### src/rtl/sign_narrow_if.sv
// sign_narrow_if: streaming handshake bundle for the sign_narrow unit.
// The slave modport is the narrowing unit; the master modport is the
// producer/consumer side that feeds words in and drains narrowed results.
interface sign_narrow_if #(
    parameter int CNT_W = 8
);
    logic             InValid;
    logic             InReady;
    logic             SignedConst;
    logic [31:0]      In;
    logic             OutValid;
    logic             OutReady;
    logic [15:0]      Out;
    logic             OutOvf;
    logic [CNT_W-1:0] OvfCount;
    logic             Clear;

    modport slave (
        input  InValid,
        input  SignedConst,
        input  In,
        input  OutReady,
        input  Clear,
        output InReady,
        output OutValid,
        output Out,
        output OutOvf,
        output OvfCount
    );

    modport master (
        output InValid,
        output SignedConst,
        output In,
        output OutReady,
        output Clear,
        input  InReady,
        input  OutValid,
        input  Out,
        input  OutOvf,
        input  OvfCount
    );
endinterface

### src/rtl/sign_narrow.sv
// sign_narrow: 32-to-16-bit narrowing unit with range check, a small
// output FIFO and a sticky saturating overflow counter.
// Build option: define SIGN_NARROW_SATURATE_EN to clamp out-of-range words
// to the nearest representable 16-bit value; otherwise they are truncated.
module sign_narrow #(
    parameter int FIFO_DEPTH = 4,
    parameter int CNT_W      = 8
) (
    input  logic          Clk,
    input  logic          Rst,
    sign_narrow_if.slave  bus
);
    localparam int           AW      = (FIFO_DEPTH > 1) ? $clog2(FIFO_DEPTH) : 1;
    localparam logic [AW:0]  DEPTH_C = (AW+1)'(FIFO_DEPTH);

    logic [16:0]      r_Mem [FIFO_DEPTH];
    logic [AW-1:0]    r_WrPtr;
    logic [AW-1:0]    r_RdPtr;
    logic [AW:0]      r_Count;
    logic [CNT_W-1:0] r_OvfCount;

    logic             w_InReady;
    logic             w_OutValid;
    logic             w_Accept;
    logic             w_Pop;
    logic             w_Fits;
    logic             w_Ovf;
    logic [15:0]      w_Result;
    logic [AW:0]      w_CountNext;
    logic [16:0]      w_Head;

    assign w_InReady  = (r_Count < DEPTH_C);
    assign w_OutValid = (r_Count != '0);
    assign w_Accept   = bus.InValid && w_InReady;
    assign w_Pop      = w_OutValid && bus.OutReady;
    assign w_Head     = r_Mem[r_RdPtr];

    // Range check: signed words fit when the top 17 bits agree, unsigned when the top 16 are zero
    always_comb begin
        w_Fits = 1'b0;
        if (bus.SignedConst) begin
            w_Fits = (&bus.In[31:15]) || !(|bus.In[31:15]);
        end else begin
            w_Fits = !(|bus.In[31:16]);
        end
    end

    assign w_Ovf = !w_Fits;

    // Pick the 16-bit result: either clamp or plain truncation for out-of-range words
    always_comb begin
        w_Result = bus.In[15:0];
`ifdef SIGN_NARROW_SATURATE_EN
        if (w_Ovf) begin
            if (bus.SignedConst) begin
                w_Result = bus.In[31] ? 16'h8000 : 16'h7FFF;
            end else begin
                w_Result = 16'hFFFF;
            end
        end
`endif
    end

    // Occupancy tracking; a simultaneous push and pop leaves it unchanged
    always_comb begin
        w_CountNext = r_Count;
        case ({w_Accept, w_Pop})
            2'b10:   w_CountNext = r_Count + (AW+1)'(1);
            2'b01:   w_CountNext = r_Count - (AW+1)'(1);
            default: w_CountNext = r_Count;
        endcase
    end

    // FIFO storage is not reset; stale entries are never visible because count gates the head
    always_ff @(posedge Clk) begin
        if (w_Accept) begin
            r_Mem[r_WrPtr] <= {w_Ovf, w_Result};
        end
    end

    // Pointers and count; pointers wrap naturally because depth is a power of two
    always_ff @(posedge Clk or negedge Rst) begin
        if (!Rst) begin
            r_WrPtr <= '0;
            r_RdPtr <= '0;
            r_Count <= '0;
        end else begin
            if (w_Accept) begin
                r_WrPtr <= r_WrPtr + AW'(1);
            end
            if (w_Pop) begin
                r_RdPtr <= r_RdPtr + AW'(1);
            end
            r_Count <= w_CountNext;
        end
    end

    // Sticky overflow counter: clear wins over an increment, and it saturates at all-ones
    always_ff @(posedge Clk or negedge Rst) begin
        if (!Rst) begin
            r_OvfCount <= '0;
        end else if (bus.Clear) begin
            r_OvfCount <= '0;
        end else if (w_Accept && w_Ovf && !(&r_OvfCount)) begin
            r_OvfCount <= r_OvfCount + CNT_W'(1);
        end
    end

    assign bus.InReady  = w_InReady;
    assign bus.OutValid = w_OutValid;
    assign bus.Out      = w_OutValid ? w_Head[15:0] : 16'h0000;
    assign bus.OutOvf   = w_OutValid ? w_Head[16]   : 1'b0;
    assign bus.OvfCount = r_OvfCount;
endmodule

### src/flat_wrapper.sv
// flat-port wrapper written by rule: the top's interface ports become plain ports
module sign_narrow_flat 
#(
    parameter int FIFO_DEPTH = 4,
    parameter int CNT_W      = 8
)
  (Clk, Rst, bus_InValid, bus_SignedConst, bus_In, bus_OutReady, bus_Clear, bus_InReady, bus_OutValid, bus_Out, bus_OutOvf, bus_OvfCount);
  sign_narrow_if #(.CNT_W(CNT_W)) bus_i ();
  input  logic Clk;
  input  logic Rst;
  input wire logic [$bits(bus_i.InValid)-1:0] bus_InValid;
  input wire logic [$bits(bus_i.SignedConst)-1:0] bus_SignedConst;
  input wire logic [$bits(bus_i.In)-1:0] bus_In;
  input wire logic [$bits(bus_i.OutReady)-1:0] bus_OutReady;
  input wire logic [$bits(bus_i.Clear)-1:0] bus_Clear;
  output wire logic [$bits(bus_i.InReady)-1:0] bus_InReady;
  output wire logic [$bits(bus_i.OutValid)-1:0] bus_OutValid;
  output wire logic [$bits(bus_i.Out)-1:0] bus_Out;
  output wire logic [$bits(bus_i.OutOvf)-1:0] bus_OutOvf;
  output wire logic [$bits(bus_i.OvfCount)-1:0] bus_OvfCount;
  assign bus_i.InValid = bus_InValid;
  assign bus_i.SignedConst = bus_SignedConst;
  assign bus_i.In = bus_In;
  assign bus_i.OutReady = bus_OutReady;
  assign bus_i.Clear = bus_Clear;
  assign bus_InReady = bus_i.InReady;
  assign bus_OutValid = bus_i.OutValid;
  assign bus_Out = bus_i.Out;
  assign bus_OutOvf = bus_i.OutOvf;
  assign bus_OvfCount = bus_i.OvfCount;
  sign_narrow #(.FIFO_DEPTH(FIFO_DEPTH), .CNT_W(CNT_W)) u_core (.Clk(Clk), .Rst(Rst), .bus(bus_i));
endmodule
### config.mk
export PLATFORM = sky130hd
export DESIGN_NAME = sign_narrow_flat
export DESIGN_NICKNAME = d
export VERILOG_FILES = /design/src/rtl/sign_narrow_if.sv /design/src/rtl/sign_narrow.sv /design/src/flat_wrapper.sv
export SDC_FILE = /design/constraint.sdc
export NUM_CORES = 1
export LEC_CHECK = 0
export BUFFER_PORTS_ARGS = -buffer_cell sky130_fd_sc_hd__buf_2
export CORE_ASPECT_RATIO = 0.6
export CORE_MARGIN = 8
export CORE_UTILIZATION = 55
export CTS_BUF_LIST = sky130_fd_sc_hd__clkbuf_8
export DETAILED_ROUTE_END_ITERATION = 12
export PLACE_DENSITY = 0.75
export SLEW_MARGIN = 20
export SYNTH_ARGS = -nofsm -noshare
export SYNTH_HDL_FRONTEND = slang
export SYNTH_SLANG_ARGS = --single-unit
### constraint.sdc
create_clock -name Clk -period 2.5 [get_ports Clk]
set_input_delay 0.125 -clock Clk [delete_from_list [all_inputs] [get_ports Clk]]
set_output_delay 0.125 -clock Clk [all_outputs]
set_load 0.005 [all_outputs]
Word level (Yosys, flattened, before mapping)
Memory sizes are Yosys's and may differ from the RTL's.
Index checks and enable logic that the tools add are counted.
- register bits: 15
- bits in latches: 0
- RAM bits: 68
- memory bits (read-only): 0
- input port bits: 38
- output and inout port bits: 27
- logic and storage cells: 37
- memories kept: 1
- memory list (name ; depth ; width ; rd ports ; clocked after memory_dff ; write ports ; line ; RTL):
    u_core.r_Mem ; 4 ; 17 ; 1 ; 0 ; 1 ; sign_narrow.sv:16 ; logic [16:0] r_Mem [FIFO_DEPTH];
- add/subtract/negate cells: 5
- $mul: 0
- div/mod/pow operators: 0
- magnitude comparators: 1
- equality and inequality tests: 2
- shift operators: 0
- mux-type cells: 8
- bitwise logic cells: 0
- reduce and logical (&&, ||, !) cells: 16
- operator list (operator ; number):
    $reduce_and 17->1 ; 1
    $reduce_or 17->1 ; 1
    $mux 16 ; 1
    $mux 8 ; 2
    $reduce_or 16->1 ; 1
    $add 8x1->8 const B ; 1
    $reduce_and 8->1 ; 1
    $pmux 3 s2 ; 1
    $add 2x1->2 const B ; 2
    $logic_and 1x1->1 ; 4
    $logic_not 1->1 ; 4
    $mux 1 ; 4
    $reduce_bool 2->1 ; 2
    $add 3x1->3 const B ; 1
    $lt 3x3->1 const B ; 1
    $reduce_bool 3->1 ; 1
    $sub 3x1->3 const B ; 1
    $eq 2x1->1 const B ; 1
    $eq 2x2->1 const B ; 1
    $logic_or 1x1->1 ; 1

Logic depth before layout (Yosys ltp)
- depth in word-level cells: 9
- mapped depth: 9
- mapped depth without buffers: 9

Worst setup path before layout
OpenSTA, ideal clock, no wires.
- kind: flip-flop to flip-flop
- from: register u_core.r_Count[0]
- to: register u_core.r_Count[2]
- data arrival time: 1.731 ns
- path slack: 0.689 ns
- cell stages (with the launch flop): 10
- buffers on the path: 0
- period minus slack after synthesis: 1.811 ns
- cell sequence: dfrtp_1 > inv_1 > nand3_1 > and2_1 > ha_1 > inv_1 > fa_1 > xor2_1 > nor2_1 > xnor2_1
- cells in the longest elaborated chain, start to end: 4
- elaborated cells between the ends (all ways): 10
- those cells by class: add/sub: 2; order compare: 1; eq/ne: 2; mux: 1; reduce/logical: 4
- ends and longest elaborated chain (what ; line ; RTL):
    start, declared ; sign_narrow.sv:19 ; logic [AW:0] r_Count;
    start signal, assigned ; sign_narrow.sv:94 ; r_Count <= w_CountNext;
    $reduce_bool 3->1 (*) ; sign_narrow.sv:33 ; assign w_OutValid = (r_Count != '0);
    $logic_and 1x1->1 (*) ; sign_narrow.sv:35 ; assign w_Pop = w_OutValid && bus.OutReady;
    named net u_core.w_Pop ; sign_narrow.sv:25 ; logic w_Pop;
    $eq 2x1->1 or $eq 2x2->1 (tied branches) ; sign_narrow.sv:67 ; case ({w_Accept, w_Pop})
    $pmux 3 s2 or $reduce_bool 2->1 (tied branches) ; n/a ;
The timed path passes the listed nets; every way through them passes the cells marked *.
A chain may end at the register's enable or synchronous reset.

Worst setup path in the final report
- from: register u_core.r_RdPtr[0]
- to: output port bus_Out[2]
- cells in the longest elaborated chain, start to end: 2
- ends and longest elaborated chain (what ; line ; RTL):
    start, declared ; sign_narrow.sv:18 ; logic [AW-1:0] r_RdPtr;
    start signal, assigned ; sign_narrow.sv:92 ; r_RdPtr <= r_RdPtr + AW'(1);
    $mem_v2 4x17 ; n/a ;
    $mux 16 ; sign_narrow.sv:111 ; assign bus.Out = w_OutValid ? w_Head[15:0] : 16'h0000;
    end, declared ; flat_wrapper.sv:18 ; output wire logic [$bits(bus_i.Out)-1:0] bus_Out;
Every way passes these cells.

==> summary.txt <==
Layout
  – Final Util: approximately 70%
  – Reg area: roughly 2400 µm²
  – Antenna diodes: 0
  – P&R area growth vs syn: 22.3%
  – Layout cells sized above 1: a little over a third
  – Final instance area: 4250 µm²
  – Fill cells: 410
  – Multi-input logic area: between 900 and 1000 µm²
  – Fin nets: 337

Power
  – Net Switching: approximately 1.2 mW
  – VDD IR max: between 500 and 600 µV
  – Gate power share: between 30% and 40%
  – PwrDens: roughly 960 nW/µm²
  – Clock network power share: between 20 and 25%
  – Cell Int Power: around 2.9 mW
  – Switching share of power: 29.0%
  – P_leak: roughly 1.6 nW
  – Total power: 4.10 mW
  – Sequential power share: between 40% and 50%

CTS
  – Clk pin slew, worst setup/hold paths: 80 ps
  – Worst skew pair latency: approximately 340 ps
  – Longest Clk Path Bufs: 2
  – Cts repair resizes: 0
  – CTS H-tree depth: 3
  – CTS Buf Count: 9
  – Clock sinks: slightly above 80
  – CTS tree: built
  – Postcts setup bufs: 0
  – CTS root buf: clkbuf_8

Routing
  – DRC viols: 0
  – Highest metal layer with signal wires: met4
  – Met3 wire len: around 610 µm
  – Routed vias: ~2000
  – Vias per Instance: roughly 5.3
  – Antenna Nets Post-Route: 0
  – Detailed Routing Iterations Pass 1: 4
  – Drt total wl: around 6.4 mm
  – WL met1: roughly 2.8 mm
  – WL per Instance: roughly 17 µm
  – Drt initial violations: 102
  – Met2 routed WL: 2.93 mm

Global routing
  – First-pass GRT wire length: around 11 mm
  – Total GRT Usage: approximately 15%
  – Pin count of the biggest net entering global routing: 19
  – Initial antenna violation count: 0
  – Grt ovf: 0
  – Number of global-route vias before repair: 2271

Critical path
  – Setup CP Type: flop to primary output
  – Crit-path max FO: 17
  – CP required: ~2400 ps
  – Worst Path Arrival: 1940 ps
  – CP startpoint kind: flop
  – Worst setup EP type: primary output
  – Worst reg2reg setup slack: 550 ps

Yosys
  – Sequential element share of the synthesized area: 69.5%
  – Syn_area_per_cell: about 17 µm²
  – Yosys Warn Count: 0
  – Mapped Area: roughly 3500 µm²
  – Yosys reg bits: 83
  – Mapped Nets: roughly 250
  – Main synth FF type: edfxtp_1
  – Syn Inst Count: just over 200
  – Unique cell type count in the Yosys netlist: 32
  – Ys async rst share: about 18%
  – Synth area leaders: edfxtp_1 (59%), mux4_2 (11%), dfrtp_1 (11%), and2_1 (4.0%), ha_1 (2.2%)
  – Yosys top cell area share: ~59%
  – EDFF count, synth: 68
  – Area leader, netlist: edfxtp_1

Timing
  – Setup TNS: 0 ps
  – Final min period: approximately 2100 ps
  – RSZ-0062 raised after global routing: false
  – Rel. slew slack: 61.5%
  – Layout Skew: a little over 9 ps
  – PnR worst setup slack: about 430 ps
  – Final period util: around 83%
  – Fin. Hold Viols: 0
  – Fmax: 483 MHz
  – Max-slew violations: 0
  – Final setup vio count: 0
  – Worst-Margin Slew: roughly 580 ps

Run
  – Max Cap Viol: 0

Placed design
  – PortBufs: 64
  – DP HPWL: between 4 and 5 mm
  – RD Place Congestion: just under 0.8
  – Area after DPL: just under 4000 µm²
  – Pre-CTS setup slack: roughly 570 ps

Die
  – Core ar.: 6110 µm²
  – Die area: between 9000 and 10000 µm²
  – Row count: 22
  – IO Pins: 65
  – Height of the chip: approximately 78 µm
  – Initial Utilization: between 50% and 60%
  – Die width: between 100 and 150 µm

Status
  – Status: finished clean

Min path
  – Hold Path Class: primary input to flop
[worst max-delay path, stage by stage (launching register included)]
cell and delay (ps):
dfrtp_1 390, buf_4 340, mux4_2 540, and2_1 190, buf_2 130
[layer usage]
layer  vias to the layer above  global-route usage (%)
met5                         -                       0
met2                        83                    22.8
met4                         0                    4.27
met1                       980                    18.7
li1                        960                       -
met3                         5                    6.29
[power by group through the flow]
stage / clock [mW] / sequential [mW] / combinational (mW)
after floorplan: 0 / 1.81 / 0.926
after global placement: 0 / 1.83 / 1.36
after detailed placement: 0 / 1.84 / 1.39
after CTS: 0.931 / 1.81 / 1.42
after global routing: 0.983 / 1.83 / 1.55
final: 0.908 / 1.81 / 1.38
[cells in the mapped netlist, drive strengths merged, types with 5 or more instances]
cell	count
a21oi	7
and2	23
dfrtp	15
edfxtp	68
ha	6
inv	8
mux4	17
nand3	6
nand4	5
o21ai	5
[stage by stage]
| stage | instances | hold WS [ps] |
|---|---|---|
| after floorplan | 202 | -171 |
| after global placement | 350 | 51.3 |
| after detailed placement | 350 | 53.9 |
| after CTS | 381 | 5.31 |
| after global routing | 381 | 2.73 |
| final | 381 | 25.2 |
[what timing repair did]
| item | in CTS | in global routing |
|---|---|---|
| hold buffers | 15 | 0 |
| endpoints found under the setup margin | 0 | 0 |
| hold endpoints to repair | 71 | 0 |
[layout by cell type (no fill, tap or decap), types with 4 or more instances in the layout]
master          n
clkbuf_8        9
nand3_1         6
nand4_1         5
mux4_2         17
xnor2_1         4
a21oi_1         7
inv_1           9
ha_1            6
dlygate4sd3_1  15
and2_1         22
buf_2          64
dfrtp_1        15
nand2_1         4
edfxtp_1       68
buf_4           8
[area by class of cell]
| class | instances | share of cell area [%] |
|---|---|---|
| Sequential cell | 83 | 56.8 |
| Multi-Input combinational cell | 103 | 23.0 |
| Timing Repair Buffer | 87 | 12.5 |
| Clock buffer | 9 | 2.91 |
| Tap cell | 84 | 2.47 |
| Clock inverter | 7 | 1.62 |
| Inverter | 8 | 0.706 |
[flip-flops by register name, summed over array words and instances (netlist names)]
register and cells:
u_core.bus.OvfCount 8, u_core.r_Count 3, u_core.r_Mem 68, u_core.r_RdPtr 2
u_core.r_WrPtr 2
[worst paths after layout]
| kind | startpoint | to | depth (start not counted) |
|---|---|---|---|
| min in group asynchronous | Rst | u_core.r_Count[1]$_DFFE_PN0P_ | 2 |
| worst min-delay path | bus_In[4] | u_core.r_Mem[3][4]$_DFFE_PP_ | 1 |
| worst max register to register | u_core.bus.OvfCount[2]$_DFFE_PN0P_ | u_core.bus.OvfCount[3]$_DFFE_PN0P_ | 5 |
| max in group asynchronous | Rst | u_core.bus.OvfCount[0]$_DFFE_PN0P_ | 2 |
| worst max-delay path | u_core.r_RdPtr[0]$_DFFE_PN0P_ | bus_Out[2] | 4 |
| worst min register to register | u_core.r_Count[0]$_DFFE_PN0P_ | u_core.r_Count[0]$_DFFE_PN0P_ | 1 |
[cell families after synthesis]
family / synth area share, %
AND/OR/NAND/NOR: 9.42
buffers and inverters: 2.41
XOR/XNOR: 1.76
AO/OA/AOI/OAI: 2.59
adder cells (fa/ha/maj): 2.73
flip-flops: 69.5
multiplexers: 11.6
Power figures use the tool's default switching activity.
